## config.mk

```make
export PLATFORM = sky130hd
export DESIGN_NAME = muldiv_sequencer
export DESIGN_NICKNAME = d
export VERILOG_FILES = /design/src/rtl/muldiv_sequencer_pkg.sv /design/src/rtl/muldiv_step.sv /design/src/rtl/muldiv_sequencer.sv
export SDC_FILE = /design/constraint.sdc
export NUM_CORES = 1
export LEC_CHECK = 0
export CAP_MARGIN = 20
export CORE_AREA = 4 4 175 194
export CTS_CLUSTER_SIZE = 8
export DETAILED_ROUTE_END_ITERATION = 10
export DIE_AREA = 0 0 179 198
export PLACE_DENSITY = 0.71
export SLEW_MARGIN = 30
export SYNTH_ARGS = -nofsm -noshare
export SYNTH_HDL_FRONTEND = slang
export SYNTH_HIERARCHICAL = 1
export SYNTH_SLANG_ARGS = --single-unit
```

## constraint.sdc

```tcl
create_clock -name clk -period 6.2 [get_ports clk]
set_input_delay 1.24 -clock clk [delete_from_list [all_inputs] [get_ports clk]]
set_output_delay 1.24 -clock clk [all_outputs]
set_load 0.01 [all_outputs]
```

## src/rtl/muldiv_sequencer_pkg.sv

```systemverilog
// Shared encodings for the HI/LO multiply/divide sequencer: opcodes, FSM states
// and the default datapath width.
package muldiv_sequencer_pkg;

   localparam int DEFAULT_WIDTH = 32;

   localparam logic [1:0] OP_MULT  = 2'd0;
   localparam logic [1:0] OP_MULTU = 2'd1;
   localparam logic [1:0] OP_DIV   = 2'd2;
   localparam logic [1:0] OP_DIVU  = 2'd3;

   typedef enum logic [1:0] {
      ST_IDLE = 2'd0,
      ST_RUN  = 2'd1,
      ST_FIX  = 2'd2
   } state_t;

endpackage

```

## src/rtl/muldiv_step.sv

```systemverilog
// One iteration of the iterative unit: shift-add multiply on {acc, oper} or
// restoring shift-subtract divide on {acc, oper}, chosen by is_div.
module muldiv_step
   import muldiv_sequencer_pkg::*;
#(
   parameter int WIDTH = DEFAULT_WIDTH
) (
   input  logic             is_div,
   input  logic [WIDTH-1:0] acc,
   input  logic [WIDTH-1:0] oper,
   input  logic [WIDTH-1:0] m,
   output logic [WIDTH-1:0] acc_next,
   output logic [WIDTH-1:0] oper_next
);

   logic [WIDTH:0] sum;
   logic [WIDTH:0] shifted;
   logic           fits;

   // The trial remainder is always below m after a successful subtract, so the
   // low WIDTH bits of the difference are exact.
   always_comb begin
      sum       = {1'b0, acc} + ({(WIDTH+1){oper[0]}} & {1'b0, m});
      shifted   = {acc, oper[WIDTH-1]};
      fits      = (shifted >= {1'b0, m});
      acc_next  = sum[WIDTH:1];
      oper_next = {sum[0], oper[WIDTH-1:1]};
      if (is_div) begin
         acc_next  = fits ? (shifted[WIDTH-1:0] - m) : shifted[WIDTH-1:0];
         oper_next = {oper[WIDTH-2:0], fits};
      end
   end

endmodule

```

## src/rtl/muldiv_sequencer.sv

```systemverilog
// Iterative MULT/MULTU/DIV/DIVU unit owning HI/LO: magnitudes are iterated for
// WIDTH cycles, then signs are fixed up and HI/LO written in one extra cycle.
module muldiv_sequencer
   import muldiv_sequencer_pkg::*;
#(
   parameter int WIDTH = DEFAULT_WIDTH
) (
   input  logic             clk,
   input  logic             rst,
   input  logic             start,
   input  logic [1:0]       op,
   input  logic [WIDTH-1:0] rs_val,
   input  logic [WIDTH-1:0] rt_val,
   input  logic             hilo_read,
   input  logic             hi_write,
   input  logic             lo_write,
   input  logic [WIDTH-1:0] wdata,
   output logic             busy,
   output logic             stall_req,
   output logic             done,
   output logic [WIDTH-1:0] hi,
   output logic [WIDTH-1:0] lo
);

   localparam int CW = $clog2(WIDTH);

   state_t           state, state_next;
   logic [CW-1:0]    count;
   logic [WIDTH-1:0] acc, oper, operand_b;
   logic             is_div, neg_main, neg_rem, div_zero;
   logic             signed_op, div_op, accept;
   logic [WIDTH-1:0] rs_abs, rt_abs;
   logic [WIDTH-1:0] step_acc, step_oper;
   logic [2*WIDTH-1:0] product, product_fix;
   logic [WIDTH-1:0] res_hi, res_lo;

   assign busy      = (state != ST_IDLE);
   assign stall_req = busy & (hilo_read | hi_write | lo_write | start);
   // An MTHI/MTLO in the same EX slot as a start means the start is bogus.
   assign accept    = (state == ST_IDLE) & start & ~hi_write & ~lo_write;

   always_comb begin
      signed_op = 1'b0;
      div_op    = 1'b0;
      case (op)
         OP_MULT:  signed_op = 1'b1;
         OP_MULTU: signed_op = 1'b0;
         OP_DIV: begin
            signed_op = 1'b1;
            div_op    = 1'b1;
         end
         OP_DIVU:  div_op = 1'b1;
         default:  signed_op = 1'b0;
      endcase
      rs_abs = (signed_op && rs_val[WIDTH-1]) ? -rs_val : rs_val;
      rt_abs = (signed_op && rt_val[WIDTH-1]) ? -rt_val : rt_val;
   end

   muldiv_step #(.WIDTH(WIDTH)) u_step (
      .is_div    (is_div),
      .acc       (acc),
      .oper      (oper),
      .m         (operand_b),
      .acc_next  (step_acc),
      .oper_next (step_oper)
   );

   // Sign correction applied in FIX; divide-by-zero forces an all-ones quotient
   // while the remainder correction naturally restores the original dividend.
   always_comb begin
      product     = {acc, oper};
      product_fix = neg_main ? -product : product;
      res_hi      = product_fix[2*WIDTH-1:WIDTH];
      res_lo      = product_fix[WIDTH-1:0];
      if (is_div) begin
         res_lo = div_zero ? {WIDTH{1'b1}} : (neg_main ? -oper : oper);
         res_hi = neg_rem ? -acc : acc;
      end
   end

   always_ff @(posedge clk or posedge rst) begin
      if (rst) state <= ST_IDLE;
      else     state <= state_next;
   end

   always_comb begin
      state_next = state;
      case (state)
         ST_IDLE: if (accept) state_next = ST_RUN;
         ST_RUN:  if (count == CW'(WIDTH - 1)) state_next = ST_FIX;
         ST_FIX:  state_next = ST_IDLE;
         default: state_next = ST_IDLE;
      endcase
   end

   always_ff @(posedge clk or posedge rst) begin
      if (rst) begin
         count     <= '0;
         acc       <= '0;
         oper      <= '0;
         operand_b <= '0;
         is_div    <= 1'b0;
         neg_main  <= 1'b0;
         neg_rem   <= 1'b0;
         div_zero  <= 1'b0;
         hi        <= '0;
         lo        <= '0;
         done      <= 1'b0;
      end else begin
         done <= 1'b0;
         case (state)
            ST_IDLE: begin
               if (accept) begin
                  count     <= '0;
                  acc       <= '0;
                  oper      <= rs_abs;
                  operand_b <= rt_abs;
                  is_div    <= div_op;
                  neg_main  <= signed_op & (rs_val[WIDTH-1] ^ rt_val[WIDTH-1]);
                  neg_rem   <= signed_op & rs_val[WIDTH-1];
                  div_zero  <= div_op & (rt_val == '0);
               end else begin
                  if (hi_write) hi <= wdata;
                  if (lo_write) lo <= wdata;
               end
            end
            ST_RUN: begin
               acc   <= step_acc;
               oper  <= step_oper;
               count <= count + 1'b1;
            end
            ST_FIX: begin
               hi   <= res_hi;
               lo   <= res_lo;
               done <= 1'b1;
            end
            default: done <= 1'b0;
         endcase
      end
   end

endmodule
```

==> impl_metrics.ini, run 1 <==
[sta]
min_period_over_period_pct = 65.7
finalMaxSlewViolations = 0
maxSlewHeadroom_pct = 27.8
max_freq_ghz = 0.246
rsz0062_at_grt = no
setup_ws_ps = 2130
skew_ps = 11.0
final.min_clock_period_ps = 4070
hold_viol = 0
finalSetupViolations = 0
finalSetupTns_ps = 0
tightest_slew_ps = 1080

[routing]
wl_mm = 48.1
vias_per_cell = 6.08
drc = 0
num_vias = 14800
drt_iter0_markers = 1229
ant_nets = 0
post_drt_wl_per_cell_um = 19.8
first_pass_iters = 5

[yosys]
avgSynthCellArea_um2 = 7.82
synthCells = 1894
synth_edf_count = 0
yosysTopAreaCellShare_pct = 29.1
yosysMostFrequentCell = nand2_1
syn_area_um2 = 14800
synth_nets = 2070
synth_commonest_cells = 258 x nand2_1, 175 x o21ai_0, 172 x dfrtp_1
synth.distinct_cells = 82
post-synth-top-area-cell = dfrtp_1
synth.yosys.seq_area_share_pct = 29.1
synth-async-reset-ratio_pct = 100
yosys_warnings = 6
synth.area.top_cells = dfrtp_1 29%, nand2_1 6.5%, ha_1 5.9%, o21ai_0 5.9%, xnor2_1 5.1%
synth_seq_cells = 172
synth_top_flop_cell = dfrtp_1

[clock_tree]
cts_root_buf = clkbuf_16
cts_tree = done
path_clk_slew_ps = 70
cts_resized = 0
cts_buffers = 17
cts_buffer_depth = 2
clock-sinks = 172
cts_hold_buf = 0
insertion_delay_ps = 440
postCtsSetupBuffers = 0
htree_levels = 4

[pwr]
power.leakage_nw = 7.36
total_power_mw = 11.0
ir_drop_v = 0.000224
powerDensity_nw_per_um2 = 629

[global_route]
grt_max_degree = 99
grtUsageTotal_pct = 26.6
grt_overflow_total = 0
grt_pass1_wl_mm = 75.7
grt_pass1_vias = 13800
antenna_found_initial = 0

[layout]
fin_area_um2 = 17400
n_fill_cell = 3036
n_antenna_cell = 0
layout-drive-gt1-share_pct = 5.93
synthToLayoutAreaGrowth_pct = 17.7
final_nets = 2170
final_cells = 2433

[placement]
dp_hpwl_mm = 36.5
place_area_um2 = 16800
gp_congestion = 0.977
dp.cells = 2401
io_buffer_count = 170
pre_cts_ws_ps = 2140

[die]
ios = 171
start_util_pct = 46.2
die_area_um2 = 35400
core-area_um2 = 32000
die_w_um = 179
die_h_um = 198
rows = 69

[status]
outcome = completed

[setup_path]
cp_cell_sequence = clkdlybuf4s50_1 > nor2_1 > a21oi_1 > clkdlybuf4s50_1
required_ps = 4960
crit_buf_inv = 2
critPathKind = in2out
path_max_fanout = 3
crit_top_cell = clkdlybuf4s50_1
cpPeakStageDelay_ps = 510
critPathArrivalTime_ps = 2830
cp_top_family = buffers and inverters
end_kind = output pin
cp_slowest_cell = clkdlybuf4s50_1
cp-start-kind = primary input

[worst_hold_path]
hp-class = reg2reg

[run]
max-cap-violations = 0
kinds of logic (layout without fill, tap and decap cells):
family	after synthesis	count (layout)	synth area share (%)
mux	56	56	4.05
xor+xnor	158	158	9.34
flops	172	172	29.1
compound gates	599	599	25.1
fa+ha+maj	72	72	6.18
buf+inv	175	288	4.65
simple gates	662	662	21.6
metal layers:
metal	track usage, %	wire, um	vias to the layer above
met5	0	0	-
met4	7.42	1240	0
met3	3.28	3570	88
met2	44.3	22600	628
met1	36.6	20700	7028
li1	-	-	7058
where the power goes:
group          switching [mW]  internal, mW
logic                    4.04          3.19
registers               0.900          1.68
clock network           0.488         0.660
per-stage QoR:
stage                     util [%]  hold WS [ps]
after global placement        52.4           460
after floorplan                  -           463
after CTS                     54.4           487
after global routing          54.4           517
after detailed placement      52.4           472
final                         54.4           481
path summary, 6_finish.rpt:
path	to	slack (ps)	from	depth (start not counted)
min in group asynchronous	lo[17]	1320	rst	2
max in group asynchronous	operand_b[26]	3910	rst	3
min reg2reg	lo[22]	480	lo[22]	2
max	stall_req	2130	lo_write	4
min	lo[22]	480	lo[22]	2
max reg2reg	acc[27]	2150	oper[0]	15
cell type report:
type	count	area (um^2)	share of cell area (%)
timing repair buffer	186	1820	10.5
tap	426	533	3.06
clock buffer	20	457	2.62
multi-input combinational	1547	9880	56.7
sequential	172	4310	24.7
clock inverter	12	164	0.940
inverter	70	270	1.55
sequential cells by signal, indices dropped and copies added (netlist names):
register / count
acc: 32
count: 5
div_zero: 1
done: 1
hi: 32
is_div: 1
lo: 32
neg_main: 1
neg_rem: 1
oper: 32
operand_b: 32
state: 2
cell usage in the layout, fill, tap and decap left out, types with 31 or more instances in the layout:
cell and count:
a21o_1 38, a21oi_1 151, a31oi_1 39, and2_1 37, and3_1 34, clkdlybuf4s50_1 170
dfrtp_1 171, ha_1 70, inv_1 69, mux2_2 31, nand2_1 258, nand3_1 33
nor2_1 123, nor3_1 35, o21ai_0 175, o22ai_1 35, xnor2_1 87, xor2_1 71
worst min-delay path, stage by stage, from the launching register on:
cell and delay, ps:
dfrtp_1 340, nand2_1 50, o21ai_0 60
Power figures use the tool's default switching activity.
==> run 2: changes to the inputs <==
==> constraint.sdc (replaced) <==
create_clock -name clk -period 3.7 [get_ports clk]
set_input_delay 0.74 -clock clk [delete_from_list [all_inputs] [get_ports clk]]
set_output_delay 0.74 -clock clk [all_outputs]
set_load 0.01 [all_outputs]
==> run 2 against run 1 <==
Compared with the run above: clock skew is 2.4 ps higher; die area is the same; worst setup slack got worse by 2000 ps; power rose by 76%; worst hold slack got worse by 0.51 ps; global-route usage is 0.93 points higher; utilization increased by 1.9 points; critical endpoint is now acc[27].
==> impl_metrics.ini, run 2 (synthesis results as in run 1) <==
[layout]
n_antenna_cell = 0
final_cell_mix = 257 x nand2_1, 174 x o21ai_0, 171 x dfrtp_1
synthToLayoutAreaGrowth_pct = 21.7
final_nets = 2246
layout-drive-gt1-share_pct = 9.70
n_fill_cell = 2986
layout_commonest_cell = nand2_1

[setup_path]
cp-start-kind = flip-flop
rrSetupSlack_ps = 120
endpoint = acc[27]
critPathKind = reg2reg
r2r_start = oper[0]
reg2reg_to = acc[27]
required_ps = 4000
cpPeakStageDelay_ps = 440
startpoint = oper[0]
cp_slowest_cell = or4b_1
end_kind = flip-flop
cp_cell_sequence = buf_4 > and2_1 > fa_2 > a21o_1 > a211oi_2 > and4bb_2 > o211ai_4 > a211oi_4 > o211ai_2 > or4b_1 > and4_1 > a221o_1 > nand2_1 > o21ai_0
critPathArrivalTime_ps = 3890
r2r_cells = 14
path_max_fanout = 9

[worst_hold_path]
hp-class = reg2reg
hold_start = lo[13]

[run]
max-cap-violations = 0

[global_route]
antenna_found_initial = 0
grt_overflow_total = 0
grt_pass1_vias = 14500
grt_pass1_wl_mm = 78.3
grt_max_degree = 77
grtUsageTotal_pct = 27.6

[pwr]
power.leakage_nw = 7.72
clkPwrFrac_pct = 9.1
ir_drop_v = 0.000467
total_power_mw = 19.3
p_sw_share_pct = 49.4
seqPwrFrac_pct = 20.3
powerDensity_nw_per_um2 = 1070
p_sw_mw = 9.53
pwr-share-comb_pct = 70.6
p_int_mw = 9.76

[routing]
num_vias = 15100
ant_nets = 0
post_drt_wl_per_cell_um = 19.8
drt_iter0_markers = 1284
vias_per_cell = 6.01
first_pass_iters = 5
drc = 0
wl_mm = 49.7

[die]
start_util_pct = 46.2
die_area_um2 = 35400
core-area_um2 = 32000
die_w_um = 179
ios = 171
die_h_um = 198
rows = 69

[clock_tree]
cts_buffer_depth = 2
cts_root_buf = clkbuf_16
postCtsSetupBuffers = 0
htree_levels = 4
path_clk_slew_ps = 70
cts_tree = done
insertion_delay_ps = 450
cts_buffers = 17
cts_hold_buf = 0
clock-sinks = 172
cts_resized = 0

[sta]
finalSetupTns_ps = 0
min_period_over_period_pct = 96.8
tightest_slew_ps = 885
hold_viol = 0
final.min_clock_period_ps = 3580
finalMaxSlewViolations = 0
skew_ps = 13.4
max_freq_ghz = 0.279
maxSlewHeadroom_pct = 40.9
finalSetupViolations = 0

[placement]
io_buffer_count = 170
gp_congestion = 0.967
dp_hpwl_mm = 38.4

[status]
outcome = completed
run 2: cell type report:
| class | count | area (um^2) | area share (%) |
|---|---|---|---|
| repair buffers | 262 | 2450 | 13.6 |
| clock inverters | 14 | 114 | 0.632 |
| multi-input cells | 1547 | 9910 | 55.0 |
| inverters | 70 | 267 | 1.48 |
| flip-flops and latches | 172 | 4310 | 23.9 |
| clock buffers | 18 | 439 | 2.44 |
| well taps | 426 | 533 | 2.96 |
run 2: worst min path at each step:
stage / cells past startpoint / to / slack (ps)
6_report: 2 / lo[13] / 480
5_1_grt: 2 / lo[27] / 510
4_1_cts: 2 / lo[13] / 480
3_5_place_dp: 2 / lo[13] / 470
3_3_place_gp: 2 / lo[21] / 460
2_1_floorplan: 2 / operand_b[16] / 460
run 2: power groups by stage:
stage	clock (mW)	sequential, mW	combinational (mW)
finish	1.76	3.92	13.6
global route	1.85	4.02	14.9
CTS	1.76	3.88	13.3
detailed placement	0	3.92	13.3
global placement	0	3.90	13.1
floorplan	0	3.80	8.77
run 2: per-stage QoR:
stage	cells	instance area [um^2]	hold WS (ps)	util, %	setup WS (ps)
3_5_place_dp	2477	17400	470	54.4	99.6
4_1_cts	2509	18000	484	56.1	46.6
5_1_grt	2509	18000	515	56.3	-12.4
6_report	2509	18000	480	56.3	117
2_1_floorplan	1894	14800	463	-	175
3_3_place_gp	2477	17400	461	54.4	145
run 2: per-layer routing:
layer,share of wire (%),global-route usage (%),vias up
met3,7.1,3.32,66
met2,48,46.5,584
met1,43,37.3,7209
met4,2.4,7.82,0
li1,-,-,7216
met5,0,0,-
run 2: critical path: cells and delay by family, from the launching register on:
kind            cells  cell delay (ps)
compound gates      7             1290
simple gates        5             1210
flops               1              400
fa+ha+maj           1              380
buf+inv             1              170
==> variant (settings of run 1) <==
Set the package constant `DEFAULT_WIDTH` to 16 (it was 32).
--- a/src/rtl/muldiv_sequencer_pkg.sv
+++ b/src/rtl/muldiv_sequencer_pkg.sv
@@ -3,5 +3,5 @@
 package muldiv_sequencer_pkg;
 
-   localparam int DEFAULT_WIDTH = 32;
+   localparam int DEFAULT_WIDTH = 16;
 
    localparam logic [1:0] OP_MULT  = 2'd0;
Interface: changed (5 resized); port bits go from 171 to 91. No check against the original RTL was run, so the function may have changed too.
==> variant against run 1 <==
Die area stayed put. Synthesized cell count is 51% lower. Hold slack better by 18 ps. Cell area is 48% lower. Area after synthesis is 49% lower. Combinational power is 55% lower. First-iteration DRC count is 32% lower. Sequential share of layout area is 0.24 points higher. Largest power group unchanged. Worst setup slack better by 110 ps. Via count is 51% lower. Power is 53% lower. Sequential cell count is 81 lower. Routed wire length is 52% lower.
==> variant: results (changes against run 1) <==
| Metric | Value |
|---|---|
| Worst ir drop on vdd | 214 uV (-4.5%) |
| Iter 0 DRT Violations | 835 (-32%) |
| Worst hold start | hi[10] |
| Clk Latency, worst-skew pair | 350 ps (-90 ps) |
| Worst r2r path cells | 10 (-5) |
| H-Tree Depth | 3 (-1) |
| Gp weighted congestion | 0.878 (-10%) |
| Met1 usage in global routing | 18.6% (-18 points) |
| Worst Hold Class | flop to flop |
| First-pass iteration count of the detailed router | 7 (+2) |
| Routed met2 length | 10.1 mm (-55%) |
| Initial antenna violation count | 4 (+4) |
| Met2 Use GR | 19.7% (-25 points) |
| Fraction of the yosys area taken by sequential cells | 30.3% (+1.2 points) |
| Routed wire per std cell | 16.1 um (-19%) |
| Uppermost layer routed | met5 |
| Slew headroom | 41.6% (+14 points) |
| Post-Syn Nets | 1,031 (-50%) |
| Crit path arrival time | 2730 ps (-100 ps) |
| Aggregate global-route resource usage | 12.8% (-14 points) |
| Commonest cells in the synthesized netlist | nand2_1 (136), dfrtp_1 (91), nor2_1 (73), a21oi_1 (65), o21ai_0 (53) |
| Hold Path End | hi[10] |
| Synth area leader | dfrtp_1 |
| Layout filler cell count | 3,396 (+12%) |
| Post-synth ARST share | 100% (unchanged) |
| HPWL Detailed | 17.3 mm (-53%) |
| Status | finished clean |
| R2r endpoint | acc[7] |
| GR Layer Usage met3 | 2.48% (-0.80 points) |
| Setup Skew | 6.06 ps (-4.98 ps) |
| M1 wire length | 10.7 mm (-48%) |
| Ranking of synthesized cells by area | dfrtp_1 (30%), nand2_1 (6.8%), ha_1 (6.2%) |
| Fraction of layout instances using a drive strength above 1 | 6.81% (+0.88 points) |
| R2r startpoint | acc[0] |
| Number of global-route vias before repair | 6,904 (-50%) |
| Vias per cell | 5.09 (-16%) |
| Synth Area in Compound Gates | 22.0% (-3.1 points) |
| Netlist cell types | 68 (-17%) |
| Reg2Reg Setup Slack | 2780 ps (+630 ps) |
| CP Max Fanout | 6 (+3) |
| First-pass GRT wire length | 37.0 mm (-51%) |
| CTS buffer count | 9 (-8) |
| Leak | 3.83 nW (-48%) |
| Post-Synth XOR/XNOR Area | 7.92% (-1.4 points) |
| Routed wl met3 | 1.88 mm (-47%) |
| Largest net degree at the start of global routing | 75 (-24%) |
| Final #Nets | 1,089 (-50%) |
| Net Sw Frac | 47.8% (-1.8 points) |
| Adder-Cell Fraction of Synth Area | 6.69% (+0.51 points) |
| Multiplexer area fraction after synthesis | 5.26% (+1.2 points) |
variant: cell types whose count changed after synthesis, sizes merged, moves of 31 or more:
cell and change:
o22ai -31, dfrtp -81, inv -31, clkbuf -48, a21oi -85, o21ai -131, nand2 -122, xor2 -32
ha -33, nor2 -50, xnor2 -58
variant: area by class of cell:
type                            count  area (sq um)  share of cell area [%]
Tap cell                          426           533                    5.84
Sequential cell                    91          2280                    24.9
Timing Repair Buffer               97           953                    10.4
Inverter                           39           148                    1.62
Clock inverter                      4          58.8                   0.644
Multi-Input combinational cell    756          4910                    53.8
Clock buffer                       12           246                    2.70
variant: worst max-delay path: stages:
cell and delay [ps]:
clkdlybuf4s50_1 510, nor2_1 350, a21oi_1 110, clkdlybuf4s50_1 500
variant: worst max path at each step:
stage / from / to / slack, ps / cells after the start
final: hi_write / stall_req / 2230 / 4
after global routing: hi_write / stall_req / 2190 / 4
after CTS: hi_write / stall_req / 2230 / 4
after detailed placement: hi_write / stall_req / 2240 / 4
after global placement: hi_write / stall_req / 2250 / 4
after floorplan: rst / acc[0] / 2600 / 1
variant: power by group through the flow:
stage	Combinational, mW	Clock, mW	Sequential [mW]
floorplan	2.46	0	1.18
global placement	3.13	0	1.32
detailed placement	3.21	0	1.33
CTS	3.22	0.583	1.32
global route	3.62	0.607	1.38
finish	3.25	0.579	1.33
variant: through the flow:
stage / cells / utilization, % / instance area [sq um] / hold slack (ps) / setup WS, ps
floorplan: 936 / - / 7520 / 442 / 2600
global placement: 1409 / 27.5 / 8810 / 462 / 2250
detailed placement: 1409 / 27.5 / 8820 / 486 / 2240
CTS: 1425 / 28.5 / 9120 / 502 / 2230
global route: 1425 / 28.5 / 9130 / 514 / 2190
finish: 1425 / 28.5 / 9130 / 499 / 2230
